## config.mk

```make
export PLATFORM = sky130hd
export DESIGN_NAME = vid_scanout
export DESIGN_NICKNAME = d
export VERILOG_FILES = /design/src/rtl/vid_scanout.sv
export SDC_FILE = /design/constraint.sdc
export NUM_CORES = 1
export LEC_CHECK = 0
export ABC_CLOCK_PERIOD_IN_PS = 3000
export CORE_AREA = 2 2 91 93
export DETAILED_ROUTE_END_ITERATION = 16
export DIE_AREA = 0 0 93 95
export HOLD_SLACK_MARGIN = 0.15
export PLACE_DENSITY = 0.71
export REMOVE_ABC_BUFFERS = 1
export SLEW_MARGIN = 20
export SYNTH_ARGS = -nofsm -noshare
export SYNTH_HDL_FRONTEND = slang
export SYNTH_SLANG_ARGS = --single-unit
```

## constraint.sdc

```tcl
create_clock -name clk -period 3 [get_ports clk]
set_input_delay 0.3 -clock clk [delete_from_list [all_inputs] [get_ports clk]]
set_output_delay 0.3 -clock clk [all_outputs]
set_load 0.05 [all_outputs]
```

## src/rtl/vid_scanout.sv

```systemverilog
// vid_scanout: monochrome bitmap scan-out with VGA-style sync timing and a pipelined RAM read.
// Define VID_SCANOUT_LINE_DOUBLE_EN to show each bitmap row on two consecutive scanlines.
module vid_scanout #(
  parameter int unsigned H_ACTIVE = 640,
  parameter int unsigned H_FP     = 16,
  parameter int unsigned H_SYNC   = 96,
  parameter int unsigned H_BP     = 48,
  parameter int unsigned V_ROWS   = 200,
  parameter int unsigned V_FP     = 12,
  parameter int unsigned V_SYNC   = 2,
  parameter int unsigned V_BP     = 35
) (
  input  logic        clk,
  input  logic        reset,
  input  logic        pix_ce,
  output logic [13:0] ram_adb,
  output logic        ram_ceb,
  input  logic [7:0]  ram_doutb,
  output logic        hsync_n,
  output logic        vsync_n,
  output logic        de,
  output logic        pix,
  output logic        frame_start
);

`ifdef VID_SCANOUT_LINE_DOUBLE_EN
  localparam bit          DOUBLE  = 1'b1;
  localparam int unsigned V_LINES = 2 * V_ROWS;
`else
  localparam bit          DOUBLE  = 1'b0;
  localparam int unsigned V_LINES = V_ROWS;
`endif

  localparam int unsigned H_TOTAL   = H_ACTIVE + H_FP + H_SYNC + H_BP;
  localparam int unsigned V_TOTAL   = V_LINES + V_FP + V_SYNC + V_BP;
  localparam int unsigned HW        = $clog2(H_TOTAL);
  localparam int unsigned VW        = $clog2(V_TOTAL);
  localparam int unsigned PIPE      = 8;
  localparam logic [13:0] ROW_BYTES = 14'(H_ACTIVE / 8);

  logic [HW-1:0]     r_h_cnt;
  logic [VW-1:0]     r_v_cnt;
  logic [13:0]       r_line_base;
  logic [13:0]       r_ram_adb;
  logic              r_ram_ceb;
  logic [7:0]        r_shift;
  logic [4*PIPE-1:0] r_pipe;

  logic [31:0] w_h;
  logic [31:0] w_v;
  logic        w_h_act;
  logic        w_v_act;
  logic        w_h_last;
  logic        w_v_last;
  logic        w_hs;
  logic        w_vs;
  logic        w_fs;
  logic        w_fetch;
  logic        w_load;
  logic        w_row_done;
  logic [3:0]  w_stage;
  logic [3:0]  w_out;

  assign w_h        = 32'(r_h_cnt);
  assign w_v        = 32'(r_v_cnt);
  assign w_h_act    = w_h < H_ACTIVE;
  assign w_v_act    = w_v < V_LINES;
  assign w_h_last   = w_h == H_TOTAL - 1;
  assign w_v_last   = w_v == V_TOTAL - 1;
  assign w_hs       = (w_h >= H_ACTIVE + H_FP) && (w_h < H_ACTIVE + H_FP + H_SYNC);
  assign w_vs       = (w_v >= V_LINES + V_FP) && (w_v < V_LINES + V_FP + V_SYNC);
  assign w_fs       = (r_h_cnt == '0) && (r_v_cnt == '0);
  assign w_fetch    = w_h_act && w_v_act && (r_h_cnt[2:0] == 3'd0);
  assign w_load     = w_h_act && w_v_act && (r_h_cnt[2:0] == 3'd7);
  assign w_row_done = w_v_act && (!DOUBLE || r_v_cnt[0]);

  // Pipeline entry order {frame_start, de, hsync, vsync}; the last stage is the output register.
  assign w_stage = {w_fs, w_h_act & w_v_act, w_hs, w_vs};
  assign w_out   = r_pipe[4*PIPE-1 -: 4];

  // Byte k is loaded at the edge of h_cnt=8k+7 so its MSB is on pix while de shows pixel 8k.
  always_ff @(posedge clk) begin
    if (reset) begin
      r_h_cnt     <= '0;
      r_v_cnt     <= '0;
      r_line_base <= '0;
      r_ram_adb   <= '0;
      r_ram_ceb   <= 1'b0;
      r_shift     <= '0;
      r_pipe      <= '0;
    end else begin
      r_ram_ceb <= 1'b0;
      if (pix_ce) begin
        r_pipe <= {r_pipe[4*PIPE-5:0], w_stage};
        if (w_load) begin
          r_shift <= ram_doutb;
        end else begin
          r_shift <= {r_shift[6:0], 1'b0};
        end
        if (w_fetch) begin
          r_ram_adb <= r_line_base + 14'(r_h_cnt[HW-1:3]);
          r_ram_ceb <= 1'b1;
        end
        if (w_h_last) begin
          r_h_cnt <= '0;
          if (w_v_last) begin
            r_v_cnt     <= '0;
            r_line_base <= '0;
          end else begin
            r_v_cnt <= r_v_cnt + VW'(1);
            if (w_row_done) begin
              r_line_base <= r_line_base + ROW_BYTES;
            end
          end
        end else begin
          r_h_cnt <= r_h_cnt + HW'(1);
        end
      end
    end
  end

  assign ram_adb     = r_ram_adb;
  assign ram_ceb     = r_ram_ceb;
  assign de          = w_out[2];
  assign hsync_n     = ~w_out[1];
  assign vsync_n     = ~w_out[0];
  assign pix         = r_shift[7] & w_out[2];
  assign frame_start = w_out[3] & pix_ce;

endmodule
```

==> results.json <==
{
  "outcome": "completed",
  "drtAntennaViolNets": 0,
  "rrSetupSlack_ns": 0.91,
  "clkTransAtPathRegs_ns": 0.10,
  "synth_seq_cells": 83,
  "async_flop_share_pct": 0,
  "firstDrtPassIters": 4,
  "r2r_cells": 4,
  "power_mw": 2.27,
  "placed_area_um2": 4170,
  "cts.root.buffer_cell": "clkbuf_8",
  "slew_viol_final": 0,
  "antenna_found_initial": 0,
  "clockBufferDepth": 2,
  "synth_simple_gate_area_share_pct": 21.2,
  "fin_area_um2": 4400,
  "max-slew-margin-rel_pct": 52.3,
  "hold_slack_ns": 0.425,
  "drive_above_1_share_pct": 7.10,
  "initial_utilization_pct": 47.9,
  "crit_chain": "o311ai_2, and3_1, nor2_1, a311oi_1",
  "antenna_cells": 0,
  "cts_made_buffers": 9,
  "hpwl_mm": 5.34,
  "cts_setup_buffers": 0,
  "path_buf_inv": 0,
  "die-area_um2": 8840,
  "cts.sinks": 83,
  "yosysMostFrequentCell": "dfxtp_1",
  "synthXorXnorAreaFrac_pct": 3.92,
  "grtUsageTotal_pct": 18.5,
  "wl_per_cell_um": 13.7,
  "cts_tree": "built",
  "setup.worst_path.start_class": "flip-flop",
  "cp.depth": 4,
  "rsz0062_at_grt": "false",
  "die_height_um": 95,
  "htree_levels": 3,
  "critPathMaxFanout": 22,
  "powerDensity_nw_per_um2": 516,
  "rows": 33,
  "synthTopCellsByArea": "dfxtp_1 44%, mux2i_1 12%, nor2_1 6.4%, ha_1 3.3%, o21ai_0 3.2%",
  "grt_pass1_vias": 2772,
  "timing.setup.tns_ns": 0,
  "clock_skew_ns": 0.0129,
  "fmax_ghz": 0.480,
  "num_vias": 2996,
  "end_kind": "flip-flop",
  "vias_per_cell": 5.39,
  "post_cts_resized": 0,
  "yosysWarnings": 0,
  "period_share_pct": 69.5,
  "final_hold_viol_count": 0,
  "synth_commonest_cells": "83 x dfxtp_1, 65 x nor2_1, 44 x mux2i_1",
  "drt-initial-drc-count": 96,
  "crit_slowest_cell": "and3_1",
  "synth_compound_gate_area_share_pct": 12.2,
  "numPlacedInstances": 540,
  "place_congestion": 0.854,
  "synth_edf_count": 0,
  "drv_cap": 0,
  "synthesis.area_um2": 3800,
  "finalCriticalPeriod_ns": 2.09,
  "max_stage_delay_ns": 0.72,
  "reg2reg_to": "ram_adb[10]",
  "portBuffers": 30,
  "drcViolationCount": 0,
  "rr_startpoint": "r_v_cnt[3]",
  "final_nets": 467,
  "synth-main-ff-cell": "dfxtp_1",
  "final_cells": 556,
  "crit_start": "r_v_cnt[3]",
  "grt_pass1_wl_mm": 13.0,
  "postSynthAreaPerCell_um2": 8.99,
  "grt_max_degree": 35,
  "worst_pin_slew_ns": 0.716,
  "synth_mux_area_share_pct": 11.6,
  "grt_overflow": 0,
  "yosysTopAreaCell": "dfxtp_1",
  "clk_latency_ns": 0.36,
  "holdBufCountCts": 0,
  "synth_fa_ha_area_share_pct": 3.29,
  "synth-seq-area-share_pct": 43.7,
  "finalSetupViolations": 0,
  "core_um2": 7930,
  "num_io_pins": 31,
  "cp_top_family": "simple AND/OR/NAND/NOR gates",
  "netlist_instances": 423,
  "crit_type": "reg2reg",
  "holdCritPathClass": "in2reg",
  "vdd.ir_drop.worst_v": 0.000260,
  "crit_path_end": "ram_adb[10]",
  "synth_top_family_by_area": "simple AND/OR/NAND/NOR gates",
  "die_width_um": 93,
  "crit_arrival_ns": 2.35,
  "routed_wl_mm": 7.63,
  "syn_to_final_growth_pct": 15.8,
  "cp_data_required_time_ns": 3.27,
  "power.leakage_nw": 1.67,
  "yosysUniqueCellTypes": 44,
  "synth_top_area_share_pct": 43.7
}
cells by family after synthesis:
logic type               after synthesis
XOR/XNOR                              17
AND/OR/NAND/NOR                      157
multiplexers                          44
other                                  1
AO/OA/AOI/OAI                         74
buffers and inverters                 37
flip-flops                            83
adder cells (fa/ha/maj)               10
worst min-delay path by stage:
stage	start	end	slack, ns	cells past startpoint
5_1_grt	reset	r_pipe[19]	0.46	2
4_1_cts	reset	r_pipe[19]	0.42	2
3_3_place_gp	ram_adb[3]	ram_adb[3]	0.44	2
2_1_floorplan	reset	r_line_base[4]	0.37	1
3_5_place_dp	ram_adb[1]	ram_adb[1]	0.45	2
6_report	reset	r_pipe[19]	0.42	2
cell type report:
cell class | instances | area (um2)
clock inverter | 7 | 106
multi-input combinational | 303 | 1990
fill | 721 | 3530
tap | 105 | 131
timing repair buffer | 37 | 343
inverter | 12 | 45.0
sequential | 83 | 1660
clock buffer | 9 | 124
metal layers:
layer	wire (um)	global-route usage, %
met1	3770	24.8
met2	3490	29.9
met3	250	3.11
met4	115	6.86
met5	0	0
stage by stage:
step | utilization, % | setup WS [ns]
final | 55.5 | 0.915
after global routing | 55.5 | 0.653
after CTS | 55.5 | 0.884
after detailed placement | 52.6 | 0.901
after global placement | 52.6 | 1.02
after floorplan | - | 0.959
registers in the layout, summed over array words and instances, names as in the netlist:
signal	flops
r_v_cnt	8
r_pipe	32
r_shift	8
ram_adb	14
r_line_base	10
r_h_cnt	10
ram_ceb	1
worst register-to-register path: stages, from the launching register on:
cell and delay [ns]:
dfxtp_1 0.38, o311ai_2 0.55, and3_1 0.72, nor2_1 0.10, a311oi_1 0.25
power by group:
| part | total, mW | switching, mW | internal, mW |
|---|---|---|---|
| combinational | 0.200 | 0.127 | 0.0738 |
| clock | 0.926 | 0.441 | 0.485 |
| sequential | 1.14 | 0.0163 | 1.13 |
| total | 2.27 | 0.584 | 1.69 |
layout by cell type, fill, tap and decap left out, types with 3 or more instances in the layout:
| cell | n |
|---|---|
| inv_6 | 3 |
| ha_1 | 10 |
| nor2b_1 | 8 |
| nand4_1 | 14 |
| clkdlybuf4s50_1 | 28 |
| clkbuf_8 | 9 |
| xor2_1 | 6 |
| nand3_1 | 10 |
| inv_1 | 12 |
| and2_1 | 4 |
| nand3b_1 | 3 |
| nand2_1 | 16 |
| o31ai_1 | 5 |
| and4_1 | 3 |
| nor2_1 | 65 |
| nor3_1 | 6 |
| or3_1 | 5 |
| a21oi_1 | 19 |
| mux2i_1 | 44 |
| xnor2_1 | 11 |
| a311oi_1 | 3 |
| or4_1 | 5 |
| dfxtp_1 | 83 |
| buf_4 | 7 |
| nand2b_1 | 3 |
| a211oi_1 | 15 |
| o21ai_0 | 24 |
| nor4_1 | 4 |
Note: power is estimated with default switching activity, not from simulation.
